===== config.mk =====
export PLATFORM = sky130hd
export DESIGN_NAME = sram_arbiter
export DESIGN_NICKNAME = d
export VERILOG_FILES = /design/src/rtl/sram_arbiter.sv
export SDC_FILE = /design/constraint.sdc
export NUM_CORES = 1
export LEC_CHECK = 0
export CORE_UTILIZATION = 40
export CTS_CLUSTER_SIZE = 8
export DETAILED_ROUTE_END_ITERATION = 8
export PLACE_DENSITY_LB_ADDON = 0.1
export SETUP_SLACK_MARGIN = 0.3
export SLEW_MARGIN = 20
export SYNTH_ARGS = -nofsm -noshare
export SYNTH_HDL_FRONTEND = slang
export SYNTH_SLANG_ARGS = --single-unit

===== constraint.sdc =====
create_clock -name clk -period 2.1 [get_ports clk]
set_input_delay 0.315 -clock clk [delete_from_list [all_inputs] [get_ports clk]]
set_output_delay 0.315 -clock clk [all_outputs]
set_load 0.05 [all_outputs]

===== src/rtl/sram_arbiter.sv =====
// Two-port (fetch/data) arbiter for an asynchronous 32-bit SRAM.
// Data has priority; a fetch wins after MAX_D back-to-back data grants.
module sram_arbiter #(
  parameter int ADDR_W = 20,
  parameter int WAIT   = 2,
  parameter int MAX_D  = 4
) (
  input  logic              clk,
  input  logic              rst,
  input  logic              if_req,
  input  logic [31:0]       if_addr,
  output logic [31:0]       if_rdata,
  output logic              if_ack,
  input  logic              d_req,
  input  logic              d_we,
  input  logic [1:0]        d_sel,
  input  logic [31:0]       d_addr,
  input  logic [31:0]       d_wdata,
  output logic [31:0]       d_rdata,
  output logic              d_ack,
  output logic              stall_req,
  output logic [ADDR_W-1:0] sram_addr,
  output logic              sram_ce_n,
  output logic              sram_oe_n,
  output logic              sram_we_n,
  output logic [3:0]        sram_be_n,
  output logic [31:0]       sram_wdata,
  output logic              sram_wdata_oe,
  input  logic [31:0]       sram_rdata
);

  typedef enum logic [1:0] {
    IDLE,
    RD,
    WR,
    WREC
  } state_t;

  localparam int DW = $clog2(MAX_D + 1);
  localparam logic [2:0]    CNT_INIT = 3'(WAIT - 1);
  localparam logic [DW-1:0] DMAX     = DW'(MAX_D);

  state_t          state_q, state_d;
  logic [2:0]      cnt_q, cnt_d;
  logic [DW-1:0]   dcnt_q, dcnt_d;
  logic            own_q, own_d;

  logic              ce_n_q, ce_n_d;
  logic              oe_n_q, oe_n_d;
  logic              we_n_q, we_n_d;
  logic [3:0]        be_n_q, be_n_d;
  logic [ADDR_W-1:0] addr_q, addr_d;
  logic [31:0]       wdata_q, wdata_d;
  logic              wdoe_q, wdoe_d;
  logic              if_ack_q, if_ack_d;
  logic              d_ack_q, d_ack_d;
  logic [31:0]       if_rdata_q, if_rdata_d;
  logic [31:0]       d_rdata_q, d_rdata_d;

  logic       if_elig, d_elig, f_win;
  logic       gnt_d, gnt_f;
  logic [3:0] wbe_n;
  logic [31:0] wdat;

  logic unused_addr;
  assign unused_addr = ^{if_addr[31:ADDR_W+2], if_addr[1:0],
                         d_addr[31:ADDR_W+2]};

  // An acked requester sits out its ack cycle so it can drop its request.
  assign if_elig = if_req & ~if_ack_q;
  assign d_elig  = d_req & ~d_ack_q;
  assign f_win   = if_elig & (dcnt_q == DMAX);
  assign gnt_d   = (state_q == IDLE) & d_elig & ~f_win;
  assign gnt_f   = (state_q == IDLE) & if_elig & ~gnt_d;

  assign stall_req = (if_req & ~if_ack_q) | (d_req & ~d_ack_q);

  // Store lane enables and lane-replicated store data.
  always_comb begin
    wbe_n = 4'b0000;
    wdat  = d_wdata;
    unique case (d_sel)
      2'b01: begin
        wbe_n = ~(4'b0001 << d_addr[1:0]);
        wdat  = {4{d_wdata[7:0]}};
      end
      2'b10: begin
        wbe_n = d_addr[1] ? 4'b0011 : 4'b1100;
        wdat  = {2{d_wdata[15:0]}};
      end
      default: begin
        wbe_n = 4'b0000;
        wdat  = d_wdata;
      end
    endcase
  end

  // State, access counter, data-streak counter and owner.
  always_ff @(posedge clk or negedge rst) begin
    if (!rst) begin
      state_q <= IDLE;
      cnt_q   <= '0;
      dcnt_q  <= '0;
      own_q   <= 1'b0;
    end else begin
      state_q <= state_d;
      cnt_q   <= cnt_d;
      dcnt_q  <= dcnt_d;
      own_q   <= own_d;
    end
  end

  // Next-state logic: grant in IDLE, count down the access window.
  always_comb begin
    state_d = state_q;
    cnt_d   = cnt_q;
    dcnt_d  = dcnt_q;
    own_d   = own_q;
    unique case (state_q)
      IDLE: begin
        if (gnt_d) begin
          own_d   = 1'b1;
          cnt_d   = CNT_INIT;
          state_d = d_we ? WR : RD;
          dcnt_d  = (dcnt_q == DMAX) ? dcnt_q : dcnt_q + 1'b1;
        end else if (gnt_f) begin
          own_d   = 1'b0;
          cnt_d   = CNT_INIT;
          state_d = RD;
          dcnt_d  = '0;
        end
      end
      RD: begin
        if (cnt_q == 3'd0) state_d = IDLE;
        else               cnt_d   = cnt_q - 3'd1;
      end
      WR: begin
        if (cnt_q == 3'd0) state_d = WREC;
        else               cnt_d   = cnt_q - 3'd1;
      end
      WREC: state_d = IDLE;
      default: state_d = IDLE;
    endcase
  end

  // Next values of the registered SRAM strobes, acks and read data.
  always_comb begin
    ce_n_d     = 1'b1;
    oe_n_d     = 1'b1;
    we_n_d     = 1'b1;
    be_n_d     = 4'hF;
    wdoe_d     = 1'b0;
    addr_d     = addr_q;
    wdata_d    = wdata_q;
    if_ack_d   = 1'b0;
    d_ack_d    = 1'b0;
    if_rdata_d = if_rdata_q;
    d_rdata_d  = d_rdata_q;
    unique case (state_q)
      IDLE: begin
        if (gnt_d || gnt_f) begin
          ce_n_d = 1'b0;
          addr_d = gnt_d ? d_addr[ADDR_W+1:2] : if_addr[ADDR_W+1:2];
          if (gnt_d && d_we) begin
            we_n_d  = 1'b0;
            wdoe_d  = 1'b1;
            be_n_d  = wbe_n;
            wdata_d = wdat;
          end else begin
            oe_n_d = 1'b0;
            be_n_d = 4'b0000;
          end
        end
      end
      RD: begin
        if (cnt_q != 3'd0) begin
          ce_n_d = 1'b0;
          oe_n_d = 1'b0;
          be_n_d = be_n_q;
        end else if (own_q) begin
          d_ack_d   = 1'b1;
          d_rdata_d = sram_rdata;
        end else begin
          if_ack_d   = 1'b1;
          if_rdata_d = sram_rdata;
        end
      end
      WR: begin
        wdoe_d = 1'b1;
        if (cnt_q != 3'd0) begin
          ce_n_d = 1'b0;
          we_n_d = 1'b0;
          be_n_d = be_n_q;
        end else if (own_q) begin
          d_ack_d = 1'b1;
        end else begin
          if_ack_d = 1'b1;
        end
      end
      WREC: wdoe_d = 1'b0;
      default: wdoe_d = 1'b0;
    endcase
  end

  // Output registers; everything the SRAM sees comes straight off a flop.
  always_ff @(posedge clk or negedge rst) begin
    if (!rst) begin
      ce_n_q     <= 1'b1;
      oe_n_q     <= 1'b1;
      we_n_q     <= 1'b1;
      be_n_q     <= 4'hF;
      wdoe_q     <= 1'b0;
      addr_q     <= '0;
      wdata_q    <= '0;
      if_ack_q   <= 1'b0;
      d_ack_q    <= 1'b0;
      if_rdata_q <= '0;
      d_rdata_q  <= '0;
    end else begin
      ce_n_q     <= ce_n_d;
      oe_n_q     <= oe_n_d;
      we_n_q     <= we_n_d;
      be_n_q     <= be_n_d;
      wdoe_q     <= wdoe_d;
      addr_q     <= addr_d;
      wdata_q    <= wdata_d;
      if_ack_q   <= if_ack_d;
      d_ack_q    <= d_ack_d;
      if_rdata_q <= if_rdata_d;
      d_rdata_q  <= d_rdata_d;
    end
  end

  assign sram_ce_n     = ce_n_q;
  assign sram_oe_n     = oe_n_q;
  assign sram_we_n     = we_n_q;
  assign sram_be_n     = be_n_q;
  assign sram_addr     = addr_q;
  assign sram_wdata    = wdata_q;
  assign sram_wdata_oe = wdoe_q;
  assign if_ack        = if_ack_q;
  assign d_ack         = d_ack_q;
  assign if_rdata      = if_rdata_q;
  assign d_rdata       = d_rdata_q;

endmodule


Word-level counts from Yosys, hierarchy flattened
Cells that the tools add are included.
W data, S select, Z words.
{"block": "classes", "n_shift": 1, "n_bitwise": 15, "reduce_logical": 16, "add_sub_neg": 2, "mux": 40, "n_eq_ne": 12}
{"operator": "$pmux W32 S2", "count": 1}
{"operator": "$mux W20", "count": 1}
{"operator": "$mux W3", "count": 6}
{"operator": "$reduce_and A3 Y1", "count": 6}
{"operator": "$mux W4", "count": 4}
{"operator": "$pmux W4 S2", "count": 2}
{"operator": "$mux W1", "count": 15}
{"operator": "$mux W2", "count": 5}
{"operator": "$ne A2 B2 Y1 const B", "count": 5}
{"operator": "$pmux W1 S2", "count": 4}
{"operator": "$pmux W2 S4", "count": 1}
{"operator": "$and A1 B1 Y1", "count": 7}
{"operator": "$eq A2 B2 Y1 const B", "count": 3}
{"operator": "$not A1 Y1", "count": 6}
{"operator": "$pmux W3 S2", "count": 1}
{"operator": "$eq A2 B1 Y1 const B", "count": 2}
{"operator": "$not A4 Y4", "count": 1}
{"operator": "$reduce_and A2 Y1", "count": 2}
{"operator": "$reduce_bool A2 Y1", "count": 2}
{"operator": "$shl A1 B2 Y4 const A", "count": 1}
{"operator": "$add A3 B1 Y3 const B", "count": 1}
{"operator": "$eq A3 B3 Y1 const B", "count": 1}
{"operator": "$logic_not A3 Y1", "count": 1}
{"operator": "$ne A3 B3 Y1 const B", "count": 1}
{"operator": "7 further kinds", "count": 7}
{"block": "totals", "wordCells": 101, "in_bits": 135, "output_inout_bits": 127, "regBits": 135}

Depth between registers and ports, before layout
Gate-level depths: netlist of the first run.
{"block": "depth", "depth_word": 10, "mapped_depth": 9, "mapped_depth_nobuf": 6}

Worst setup path before layout of the first run
OpenSTA, ideal clock, no wires.
{"block": "synth_path", "path_kind": "register to register", "start": "reg state_q[0]", "end": "reg be_n_q[2], in the netlist sram_be_n[2]", "stages_incl_launch_ff": 9, "t_arrival_ns": 1.801, "n_path_buf": 2, "setup_ns": 0.068, "period_less_slack_ns": 1.869, "slack_ns": 0.231, "required_ns": 2.032, "cell_sequence": "dfrtp_1 -> inv_1 -> ha_1 -> buf_4 -> and3b_4 -> nand3_2 -> buf_6 -> or4_4 -> a21oi_2"}
{"block": "synth_via", "elab_chain_len": 8, "elab_cells_between_ends": 15, "cone_classes": "3 x eq/ne; 3 x mux; 5 x bitwise; 4 x reduce/logical"}
{"item": "from (decl)", "line": "43", "text": "state_t state_q, state_d;"}
{"item": "from (signal assigned)", "line": "106", "text": "state_q <= state_d;"}
{"item": "$logic_not A2 Y1", "line": "73, 74, 159"}
{"item": "$and A1 B1 Y1 (2 in series)", "line": "73", "text": "assign gnt_d = (state_q == IDLE) & d_elig & ~f_win;"}
{"item": "$not A1 Y1", "line": "74", "text": "assign gnt_f = (state_q == IDLE) & if_elig & ~gnt_d;"}
{"item": "$and A1 B1 Y1", "line": "74"}
{"item": "$logic_or A1 B1 Y1", "line": "161", "text": "if (gnt_d || gnt_f) begin"}
{"item": "$mux W4", "line": "161"}
{"item": "$pmux W4 S2", "line": "159", "text": "unique case (state_q)"}
{"item": "to (signal assigned)", "line": "223", "text": "be_n_q <= be_n_d;"}
{"item": "to (decl)", "line": "51", "text": "logic [3:0] be_n_q, be_n_d;"}
Parallel ways exist; a longest one is shown, timed or not.
A chain may end at the register's enable or synchronous reset.

Final worst setup path of the first run
{"block": "layout_path", "start": "reg state_q[0]", "end": "reg wdata_q[15], in the netlist sram_wdata[15]"}
{"block": "layout_via", "elab_chain_len": 7, "elab_cells_between_ends": 9, "cone_classes": "5 x bitwise; 4 x reduce/logical"}
{"item": "$logic_not A2 Y1 (*)", "line": "73, 74, 159"}
{"item": "$and A1 B1 Y1 (2 in series)", "line": "73"}
{"item": "$not A1 Y1", "line": "74"}
{"item": "$and A1 B1 Y1", "line": "74"}
{"item": "$logic_or A1 B1 Y1", "line": "161"}
{"item": "$reduce_and A3 Y1 (no line) (*)"}
{"item": "to (signal assigned)", "line": "226", "text": "wdata_q <= wdata_d;"}
{"item": "to (decl)", "line": "53", "text": "logic [31:0] wdata_q, wdata_d;"}
Mark *: on every way between the ends. The rest lies on a longest branch, timed or not.

==> results.json, run 1 <==
{
  "p_seq_share_pct": 27.4,
  "firstDrtPassIters": 4,
  "synth.top_cell.area_share_pct": 55.8,
  "core_mm2": 0.0139,
  "crit_arrival_ns": 2.08,
  "syn_area_per_cell_um2": 12.2,
  "dp_hpwl_mm": 10.6,
  "drc": 0,
  "drv_cap": 0,
  "setup_slack_ns": 0.301,
  "synth-main-ff-cell": "dfrtp_1",
  "clk_path_buf_depth": 2,
  "final_layout_size_suffix_gt1_share_pct": 24.5,
  "swShare_pct": 48.2,
  "antenna_found_initial": 0,
  "ys_async_sr_fraction_pct": 100,
  "use_met3_pct": 5.62,
  "wirelength_mm": 15.8,
  "cts-buffers-inserted": 17,
  "yosysSeqAreaShare_pct": 59.0,
  "ys_ff_latch": 135,
  "synthesis.instances": 472,
  "finalHoldViolCount": 0,
  "cp.depth": 7,
  "crit_buf_inv": 3,
  "io_pins": 262,
  "grt_util_met2_pct": 35.3,
  "crit_type": "reg -> reg",
  "overflow": 0,
  "yosysUniqueCellTypes": 41,
  "dr_total_vias": 4681,
  "syn_area_mm2": 0.00574,
  "slowest_stage": "dfrtp_1",
  "p_sw_w": 0.00803,
  "diodes": 0,
  "crit_fanout": 14,
  "initial_utilization_pct": 41.2,
  "synth.largest_area_cell": "dfrtp_1",
  "busiest_layer": "met2",
  "synthXorXnorAreaFrac_pct": 0,
  "cts_tree": "yes",
  "die_y_um": 122,
  "die_area_mm2": 0.0148,
  "skew_ns": 0.00910,
  "grt_max_degree": 45,
  "power_density_mw_per_mm2": 1800,
  "slew_viol_final": 0,
  "hold_ws_ns": 0.407,
  "wl_per_cell_um": 16.8,
  "die_x_um": 122,
  "h-tree-depth": 4,
  "r2r_cells": 7,
  "synth_top_family_by_area": "multiplexers",
  "vias_per_cell": 5.00,
  "synth-compound-area-share_pct": 11.8,
  "worstMarginPinSlew_ns": 0.547,
  "start_kind": "flip-flop",
  "outcome": "finished, final reports clean",
  "worstSkewPairLatency_ns": 0.40,
  "clock.fmax_mhz": 556,
  "crit_family": "buffers and inverters",
  "fin_crit_sh_pct": 85.7,
  "area_growth_pct": 61.5,
  "synth_warnings": 0,
  "syn-num-nets": 618,
  "irDropWorstVdd_mv": 1.00,
  "finalSetupViolCount": 0,
  "p_clk_share_pct": 17.1,
  "comb_power_share_pct": 55.5,
  "p_leak_nw": 4.23,
  "regToRegSetupSlack_ns": 0.30,
  "grt_usage_pct": 20.7,
  "clock_sinks": 135,
  "intPower_w": 0.00862,
  "grt_pass1_vias": 4752,
  "cp_cell_sequence": "inv_2 -> ha_4 -> and3b_4 -> nand3_4 -> buf_4 -> clkbuf_16 -> o31ai_1",
  "path_clk_slew_ns": 0.06,
  "max_stage_delay_ns": 0.42,
  "use_met1_pct": 25.0,
  "synth_simple_gate_area_share_pct": 7.62,
  "synthMuxAreaShare_pct": 14.8,
  "drt_iter0_markers": 211,
  "endpoint_kind": "flip-flop",
  "fin_nets": 889,
  "crit_required_ns": 2.38,
  "min_path_type": "in -> async",
  "ant_nets": 0,
  "numPortBuffers": 239,
  "fp-row-count": 43,
  "globalplace.congestion": 0.768,
  "grt_pass1_wl_mm": 23.6,
  "timing.rr.end": "sram_wdata[15]$_DFFE_PN0P_",
  "fin_crit_ns": 1.80,
  "dpl_worst_slack_ns": -0.0211,
  "cts_root_buffer": "clkbuf_16",
  "synthAdderAreaFrac_pct": 2.40,
  "max_slew_margin_pct": 63.6,
  "r2r_start": "state_q[0]$_DFFE_PN0P_",
  "synth_edf_count": 0,
  "ys_top_cells_by_area": "dfrtp_1 56%, mux2_2 14%, dfstp_2 3.2%",
  "rsz0062_at_grt": "true"
}
power by group through the flow:
stage	Clock (W)	Sequential (W)	Combinational [W]
3_5_place_dp	0	0.00462	0.00966
6_report	0.00285	0.00456	0.00924
3_3_place_gp	0	0.00455	0.00953
2_1_floorplan	0	0.00877	0.00212
5_1_grt	0.00303	0.00472	0.00972
4_1_cts	0.00290	0.00455	0.00905
stage by stage:
stage	total power, W	setup TNS [ns]	instance area [µm²]	utilization (%)	cells
after floorplan	0.0109	0	5760	-	472
after global placement	0.0141	0	8440	60.6	881
after detailed placement	0.0143	-0.0359	8440	60.6	881
after CTS	0.0165	0	9040	64.9	922
after global routing	0.0175	0	9280	66.6	936
final	0.0167	0	9280	66.6	936
how the worst max path moves through the flow:
stage                        startpoint                         end  slack [ns]
2_1_floorplan          if_ack$_DFF_PN0_   sram_wdata[0]$_DFFE_PN0P_        0.35
3_3_place_gp                   d_sel[0]  sram_wdata[10]$_DFFE_PN0P_        0.04
3_5_place_dp                   d_sel[0]  sram_wdata[10]$_DFFE_PN0P_       -0.02
4_1_cts        sram_be_n[0]$_DFFE_PN1P_                sram_be_n[0]        0.28
5_1_grt          state_q[0]$_DFFE_PN0P_  sram_wdata[15]$_DFFE_PN0P_        0.23
6_report         state_q[0]$_DFFE_PN0P_  sram_wdata[15]$_DFFE_PN0P_        0.30
state kept, by name, indices dropped and copies added, names as in the netlist:
signal / count
sram_addr: 20
cnt_q: 3
own_q: 1
dcnt_q: 3
sram_be_n: 4
d_ack: 1
sram_oe_n: 1
sram_wdata: 32
if_ack: 1
sram_wdata_oe: 1
d_rdata: 32
sram_we_n: 1
if_rdata: 32
sram_ce_n: 1
state_q: 2
cell usage after synthesis (2+ instances only):
cell type,n
and3_1,3
clkbuf_1,17
nand3b_1,2
o211ai_1,2
nand2_1,34
a2111o_1,2
ha_1,11
mux2_2,73
o22ai_1,22
a21oi_1,28
buf_2,4
dfstp_2,7
dfrtp_1,128
nor2_1,14
inv_1,34
buf_4,4
nand2b_1,3
nand3_1,4
mux2i_1,3
a221oi_1,8
nor2b_1,16
o31ai_1,16
a22oi_1,8
o21ai_0,12
cell families after synthesis:
family / after synthesis
AOI/OAI and AO/OA: 104
adders and majority gates: 11
buffers and inverters: 60
DFF: 135
muxes: 76
and+or+nand+nor: 86
timing repair:
action / in CTS / in global routing
setup buffers: 5 / 10
endpoints found under the setup margin: 167 / 79
endpoints found under the hold margin: 36 / 0
gates cloned: 3 / 4
hold buffers: 1 / 0
resized for setup: 138 / 24
pin swaps: 3 / 6
layer usage:
metal | wire, µm | vias up
met5 | 0 | -
met4 | 210 | 0
met3 | 1100 | 14
met2 | 7920 | 171
met1 | 6530 | 2283
li1 | - | 2213
cell type report:
type / count / area, µm²
Clock buffer: 19 / 443
Clock inverter: 13 / 131
Fill cell: 1106 / 4660
Inverter: 34 / 128
Multi-Input combinational cell: 277 / 2230
Sequential cell: 135 / 3390
Tap cell: 180 / 225
Timing Repair Buffer: 278 / 2730
cell usage in the layout, fill, tap and decap left out, types with 4 or more instances in the layout:
cell type,count
a21oi_1,26
dfrtp_1,127
buf_4,25
nor2_1,13
nor2b_1,16
clkdlybuf4s50_1,111
o31ai_1,10
nand2_1,32
a22oi_1,8
inv_1,30
buf_12,7
dfstp_2,7
clkinv_2,5
ha_1,7
clkbuf_16,20
o21ai_0,12
o22ai_1,22
a221oi_1,6
o31ai_2,5
mux2_2,73
inv_2,4
clkinvlp_4,5
dlygate4sd2_1,119
(Power assumes the default switching activity.)
==> run 2: changes to the inputs <==
--- a/config.mk
+++ b/config.mk
@@ -6,9 +6,10 @@
 export NUM_CORES = 1
 export LEC_CHECK = 0
 export CORE_UTILIZATION = 40
+export CTS_BUF_LIST = sky130_fd_sc_hd__clkbuf_4 sky130_fd_sc_hd__clkbuf_8
 export CTS_CLUSTER_SIZE = 8
 export DETAILED_ROUTE_END_ITERATION = 8
-export PLACE_DENSITY_LB_ADDON = 0.1
+export PLACE_DENSITY = 0.78
 export SETUP_SLACK_MARGIN = 0.3
 export SLEW_MARGIN = 20
 export SYNTH_ARGS = -nofsm -noshare
==> results.json, run 2 (same netlist as run 1, synthesis figures left out) <==
{
  "outcome": "finished, final reports clean",
  "grt_pass1_wl_mm": 24.2,
  "p_sw_w": 0.00810,
  "wirelength_mm": 16.5,
  "wl_per_cell_um": 17.7,
  "grt_usage_pct": 21.2,
  "die_y_um": 122,
  "dr_total_vias": 4718,
  "finalSetupViolCount": 0,
  "irDropWorstVdd_mv": 0.862,
  "clock.fmax_mhz": 556,
  "slowest_stage": "dfrtp_1",
  "vias_per_cell": 5.08,
  "crit_family": "flip-flops",
  "core_mm2": 0.0139,
  "grt_pass1_vias": 4767,
  "final_layout_size_suffix_gt1_share_pct": 23.0,
  "post-route-util_pct": 66.4,
  "intPower_w": 0.00848,
  "final_common_cell": "dfrtp_1",
  "r2r_cells": 7,
  "cts-buffers-inserted": 17,
  "crit_type": "reg -> reg",
  "initial_utilization_pct": 41.2,
  "ant_nets": 0,
  "worstMarginPinSlew_ns": 0.557,
  "max_stage_delay_ns": 0.39,
  "p_clk_share_pct": 14.4,
  "grt_max_degree": 64,
  "fp-row-count": 43,
  "clk_path_buf_depth": 2,
  "endpoint_kind": "flip-flop",
  "diodes": 0,
  "crit_required_ns": 2.42,
  "cp_cell_sequence": "inv_2 -> ha_4 -> and2b_2 -> buf_6 -> nand3_4 -> buf_12 -> mux2_2",
  "comb_power_share_pct": 57.9,
  "rsz0062_at_grt": "true",
  "antenna_found_initial": 0,
  "crit_fanout": 8,
  "skew_ns": 0.0129,
  "drc": 0,
  "worstSkewPairLatency_ns": 0.44,
  "overflow": 0,
  "swShare_pct": 48.9,
  "fin_nets": 882,
  "p_seq_share_pct": 27.7,
  "crit_arrival_ns": 2.12,
  "crit_buf_inv": 3,
  "cts_tree": "yes",
  "h-tree-depth": 4,
  "fin_area_mm2": 0.00925,
  "cp.depth": 7,
  "setup_tns_ns": 0,
  "max_slew_margin_pct": 63.0,
  "power_density_mw_per_mm2": 1790,
  "cts_root_buffer": "clkbuf_8",
  "drt_iter0_markers": 241,
  "io_pins": 262,
  "firstDrtPassIters": 4,
  "p_leak_nw": 4.37,
  "drv_cap": 0,
  "numPortBuffers": 239,
  "placed_area_mm2": 0.00846,
  "die_x_um": 122,
  "area_growth_pct": 61.1,
  "layout_common_cells": "127 x dfrtp_1, 119 x dlygate4sd2_1, 111 x clkdlybuf4s50_1",
  "dp_hpwl_mm": 11.1,
  "finalHoldViolCount": 0,
  "die_area_mm2": 0.0148,
  "path_clk_slew_ns": 0.08,
  "slew_viol_final": 0,
  "fin_crit_sh_pct": 85.6,
  "min_path_type": "in -> async",
  "fin_crit_ns": 1.80,
  "globalplace.congestion": 0.808,
  "start_kind": "flip-flop",
  "clock_sinks": 135
}
## run 2: cell types whose count changed in the layout (fill, tap and decap cells not counted), moves of 3 or more
cell	change
inv_6	+3
mux2_2	-55
clkinvlp_4	-3
buf_4	-6
o31ai_1	+6
mux2_4	+55
clkinv_2	-3
clkbuf_8	+17
clkbuf_16	-16
o31ai_2	-5
clkdlybuf4s15_2	+3
## run 2: worst paths after layout
path / endpoint / startpoint / slack [ns]
worst max-delay path: d_rdata[28]$_DFFE_PN0P_ / cnt_q[0]$_DFFE_PN0P_ / 0.30
worst min-delay path: sram_wdata[29]$_DFFE_PN0P_ / rst / 0.32
worst max register to register: d_rdata[28]$_DFFE_PN0P_ / cnt_q[0]$_DFFE_PN0P_ / 0.30
worst min register to register: sram_wdata[8]$_DFFE_PN0P_ / sram_wdata[8]$_DFFE_PN0P_ / 0.48
max in group asynchronous: sram_be_n[1]$_DFFE_PN1P_ / rst / 1.12
min in group clk: sram_addr[18]$_DFFE_PN0P_ / if_addr[20] / 0.41
## run 2: power by group through the flow
stage | registers, W | clock network (W) | logic (W)
2_1_floorplan | 0.00877 | 0 | 0.00212
3_3_place_gp | 0.00455 | 0 | 0.00954
3_5_place_dp | 0.00465 | 0 | 0.00969
4_1_cts | 0.00456 | 0.00243 | 0.00898
5_1_grt | 0.00475 | 0.00256 | 0.0100
6_report | 0.00459 | 0.00239 | 0.00961
## run 2: what timing repair did
item | CTS | global route
gates cloned | 1 | 5
hold endpoints to repair | 29 | 0
pin swaps | 1 | 5
resized for setup | 133 | 72
buffers inserted | 2 | 6
hold buffers | 1 | 0
setup endpoints to repair | 167 | 93
## run 2: through the flow
stage | hold slack (ns) | power (W) | worst slack (ns) | instances
floorplan | 0.0194 | 0.0109 | 0.353 | 472
global placement | 0.224 | 0.0141 | 0.0805 | 882
detailed placement | 0.233 | 0.0143 | 0.0252 | 882
CTS | 0.315 | 0.0160 | 0.234 | 918
global route | 0.326 | 0.0174 | 0.205 | 929
finish | 0.320 | 0.0166 | 0.302 | 929
## run 2: cell type report
type                            count  area (µm²)
Clock buffer                       18         248
Fill cell                        1063        4680
Inverter                           34         128
Sequential cell                   135        3390
Multi-Input combinational cell    277        2380
Clock inverter                     14         198
Tap cell                          180         225
Timing Repair Buffer              271        2690
## run 2: layer usage
metal	vias up	global-route usage, %	share of wire, %
li1	2209	-	-
met1	2297	25.9	42
met2	178	35.7	50
met3	34	4.21	5.3
met4	0	10.6	2.7
met5	-	0	0
==> run 3: changes to the inputs <==
--- a/config.mk
+++ b/config.mk
@@ -5,11 +5,11 @@
 export SDC_FILE = /design/constraint.sdc
 export NUM_CORES = 1
 export LEC_CHECK = 0
-export CORE_UTILIZATION = 40
+export CORE_UTILIZATION = 43
 export CTS_BUF_LIST = sky130_fd_sc_hd__clkbuf_4 sky130_fd_sc_hd__clkbuf_8
 export CTS_CLUSTER_SIZE = 8
 export DETAILED_ROUTE_END_ITERATION = 8
-export PLACE_DENSITY = 0.78
+export PLACE_DENSITY = 0.83
 export SETUP_SLACK_MARGIN = 0.3
 export SLEW_MARGIN = 20
 export SYNTH_ARGS = -nofsm -noshare
==> results.json, run 3 (same netlist as run 1, synthesis figures left out) <==
{
  "comb_power_share_pct": 56.3,
  "grt_pass1_vias": 5087,
  "fin_crit_ns": 1.82,
  "slew_viol_final": 0,
  "crit_arrival_ns": 2.19,
  "irDropWorstVdd_mv": 1.09,
  "cts-buffers-inserted": 17,
  "wirelength_mm": 16.8,
  "h-tree-depth": 4,
  "worstMarginPinSlew_ns": 0.582,
  "clock_sinks": 135,
  "grt_max_degree": 51,
  "fin_nets": 885,
  "grt_usage_pct": 23.7,
  "rsz0062_at_grt": "true",
  "drc": 0,
  "p_sw_w": 0.00801,
  "grt_pass1_wl_mm": 25.8,
  "crit_fanout": 6,
  "cp_cell_sequence": "inv_2 -> ha_4 -> and3b_4 -> nand3_4 -> or4_4 -> a21oi_2",
  "outcome": "finished, final reports clean",
  "post-route-util_pct": 71.1,
  "cts_tree": "yes",
  "max_slew_margin_pct": 61.3,
  "setup_tns_ns": 0,
  "fin_crit_sh_pct": 86.7,
  "clock.fmax_mhz": 549,
  "clk_path_buf_depth": 2,
  "globalplace.congestion": 0.804,
  "overflow": 0,
  "fin_area_mm2": 0.00912,
  "crit_type": "reg -> reg",
  "dr_total_vias": 4845,
  "die_area_mm2": 0.0138,
  "firstDrtPassIters": 4,
  "drv_cap": 0,
  "initial_utilization_pct": 44.8,
  "area_growth_pct": 58.7,
  "vias_per_cell": 5.24,
  "finalSetupViolCount": 0,
  "min_path_type": "in -> async",
  "worstSkewPairLatency_ns": 0.43,
  "swShare_pct": 48.7,
  "die_x_um": 118,
  "final_common_cell": "dfrtp_1",
  "placed_area_mm2": 0.00847,
  "fp-row-count": 41,
  "cts_root_buffer": "clkbuf_8",
  "io_pins": 262,
  "start_kind": "flip-flop",
  "p_leak_nw": 4.18,
  "p_seq_share_pct": 27.9,
  "numPortBuffers": 239,
  "die_y_um": 118,
  "layout_common_cells": "127 x dfrtp_1, 119 x dlygate4sd2_1, 111 x clkdlybuf4s50_1",
  "final_layout_size_suffix_gt1_share_pct": 23.1,
  "slowest_stage": "or4_4",
  "crit_family": "simple AND/OR/NAND/NOR gates",
  "diodes": 0,
  "crit_required_ns": 2.47,
  "antenna_found_initial": 0,
  "skew_ns": 0.00722,
  "core_mm2": 0.0128,
  "wl_per_cell_um": 18.2,
  "max_stage_delay_ns": 0.55,
  "drt_iter0_markers": 231,
  "endpoint_kind": "flip-flop",
  "finalHoldViolCount": 0,
  "p_clk_share_pct": 15.8,
  "crit_buf_inv": 1,
  "ant_nets": 0,
  "dp_hpwl_mm": 11.4,
  "path_clk_slew_ns": 0.07,
  "intPower_w": 0.00843,
  "power_density_mw_per_mm2": 1800
}
==> run 3: final cells by class <==
type	count	area, µm²
fill	944	3710
sequential	135	3390
timing repair buffer	274	2720
multi-input combinational	277	2180
clock buffer	20	269
clock inverter	12	221
tap	172	215
inverter	34	128
==> run 3: worst paths after layout <==
kind	start	endpoint	slack, ns	cells past startpoint
worst min register to register	sram_wdata[30]$_DFFE_PN0P_	sram_wdata[30]$_DFFE_PN0P_	0.48	2
max in group asynchronous	rst	sram_be_n[3]$_DFFE_PN1P_	1.09	3
worst max register to register	state_q[1]$_DFFE_PN0P_	sram_be_n[0]$_DFFE_PN1P_	0.28	6
worst min-delay path	rst	if_rdata[9]$_DFFE_PN0P_	0.36	2
min in group clk	if_addr[16]	sram_addr[14]$_DFFE_PN0P_	0.41	3
worst max-delay path	state_q[1]$_DFFE_PN0P_	sram_be_n[0]$_DFFE_PN1P_	0.28	6
==> run 3: worst reg2reg max path: cells and delay by family (launching register included) <==
| family | cells | cell delay [ns] |
|---|---|---|
| AOI/OAI and AO/OA | 1 | 0.15 |
| and+or+nand+nor | 3 | 0.91 |
| adders and majority gates | 1 | 0.17 |
| DFF | 1 | 0.41 |
| buffers and inverters | 1 | 0.11 |
==> run 3: metrics by stage <==
stage / power [W] / hold WS [ns] / instances / setup WS, ns
finish: 0.0164 / 0.365 / 924 / 0.280
global route: 0.0172 / 0.383 / 924 / 0.207
CTS: 0.0163 / 0.362 / 911 / 0.244
detailed placement: 0.0144 / 0.266 / 875 / 0.00771
global placement: 0.0141 / 0.255 / 875 / 0.0837
floorplan: 0.0109 / 0.0194 / 472 / 0.353
==> run 3: timing repair <==
action / in CTS / in global routing
buffers inserted: 2 / 8
gates resized for setup: 137 / 15
pin swaps: 2 / 5
hold endpoints to repair: 38 / 0
endpoints found under the setup margin: 169 / 99
gates cloned: 1 / 5
hold buffers: 1 / 0
==> run 3: metal layers <==
| layer | vias to the layer above | global-route usage, % | wire length (µm) |
|---|---|---|---|
| met2 | 189 | 42.2 | 8900 |
| met3 | 31 | 5.18 | 913 |
| li1 | 2214 | - | - |
| met5 | - | 0 | 0 |
| met4 | 0 | 11.5 | 412 |
| met1 | 2411 | 27.0 | 6600 |
==> run 3: power by group through the flow <==
stage,Sequential [W],Clock (W),Combinational (W)
2_1_floorplan,0.00877,0,0.00212
3_3_place_gp,0.00456,0,0.00954
3_5_place_dp,0.00466,0,0.00973
4_1_cts,0.00458,0.00266,0.00902
5_1_grt,0.00474,0.00277,0.00967
6_report,0.00458,0.00261,0.00926
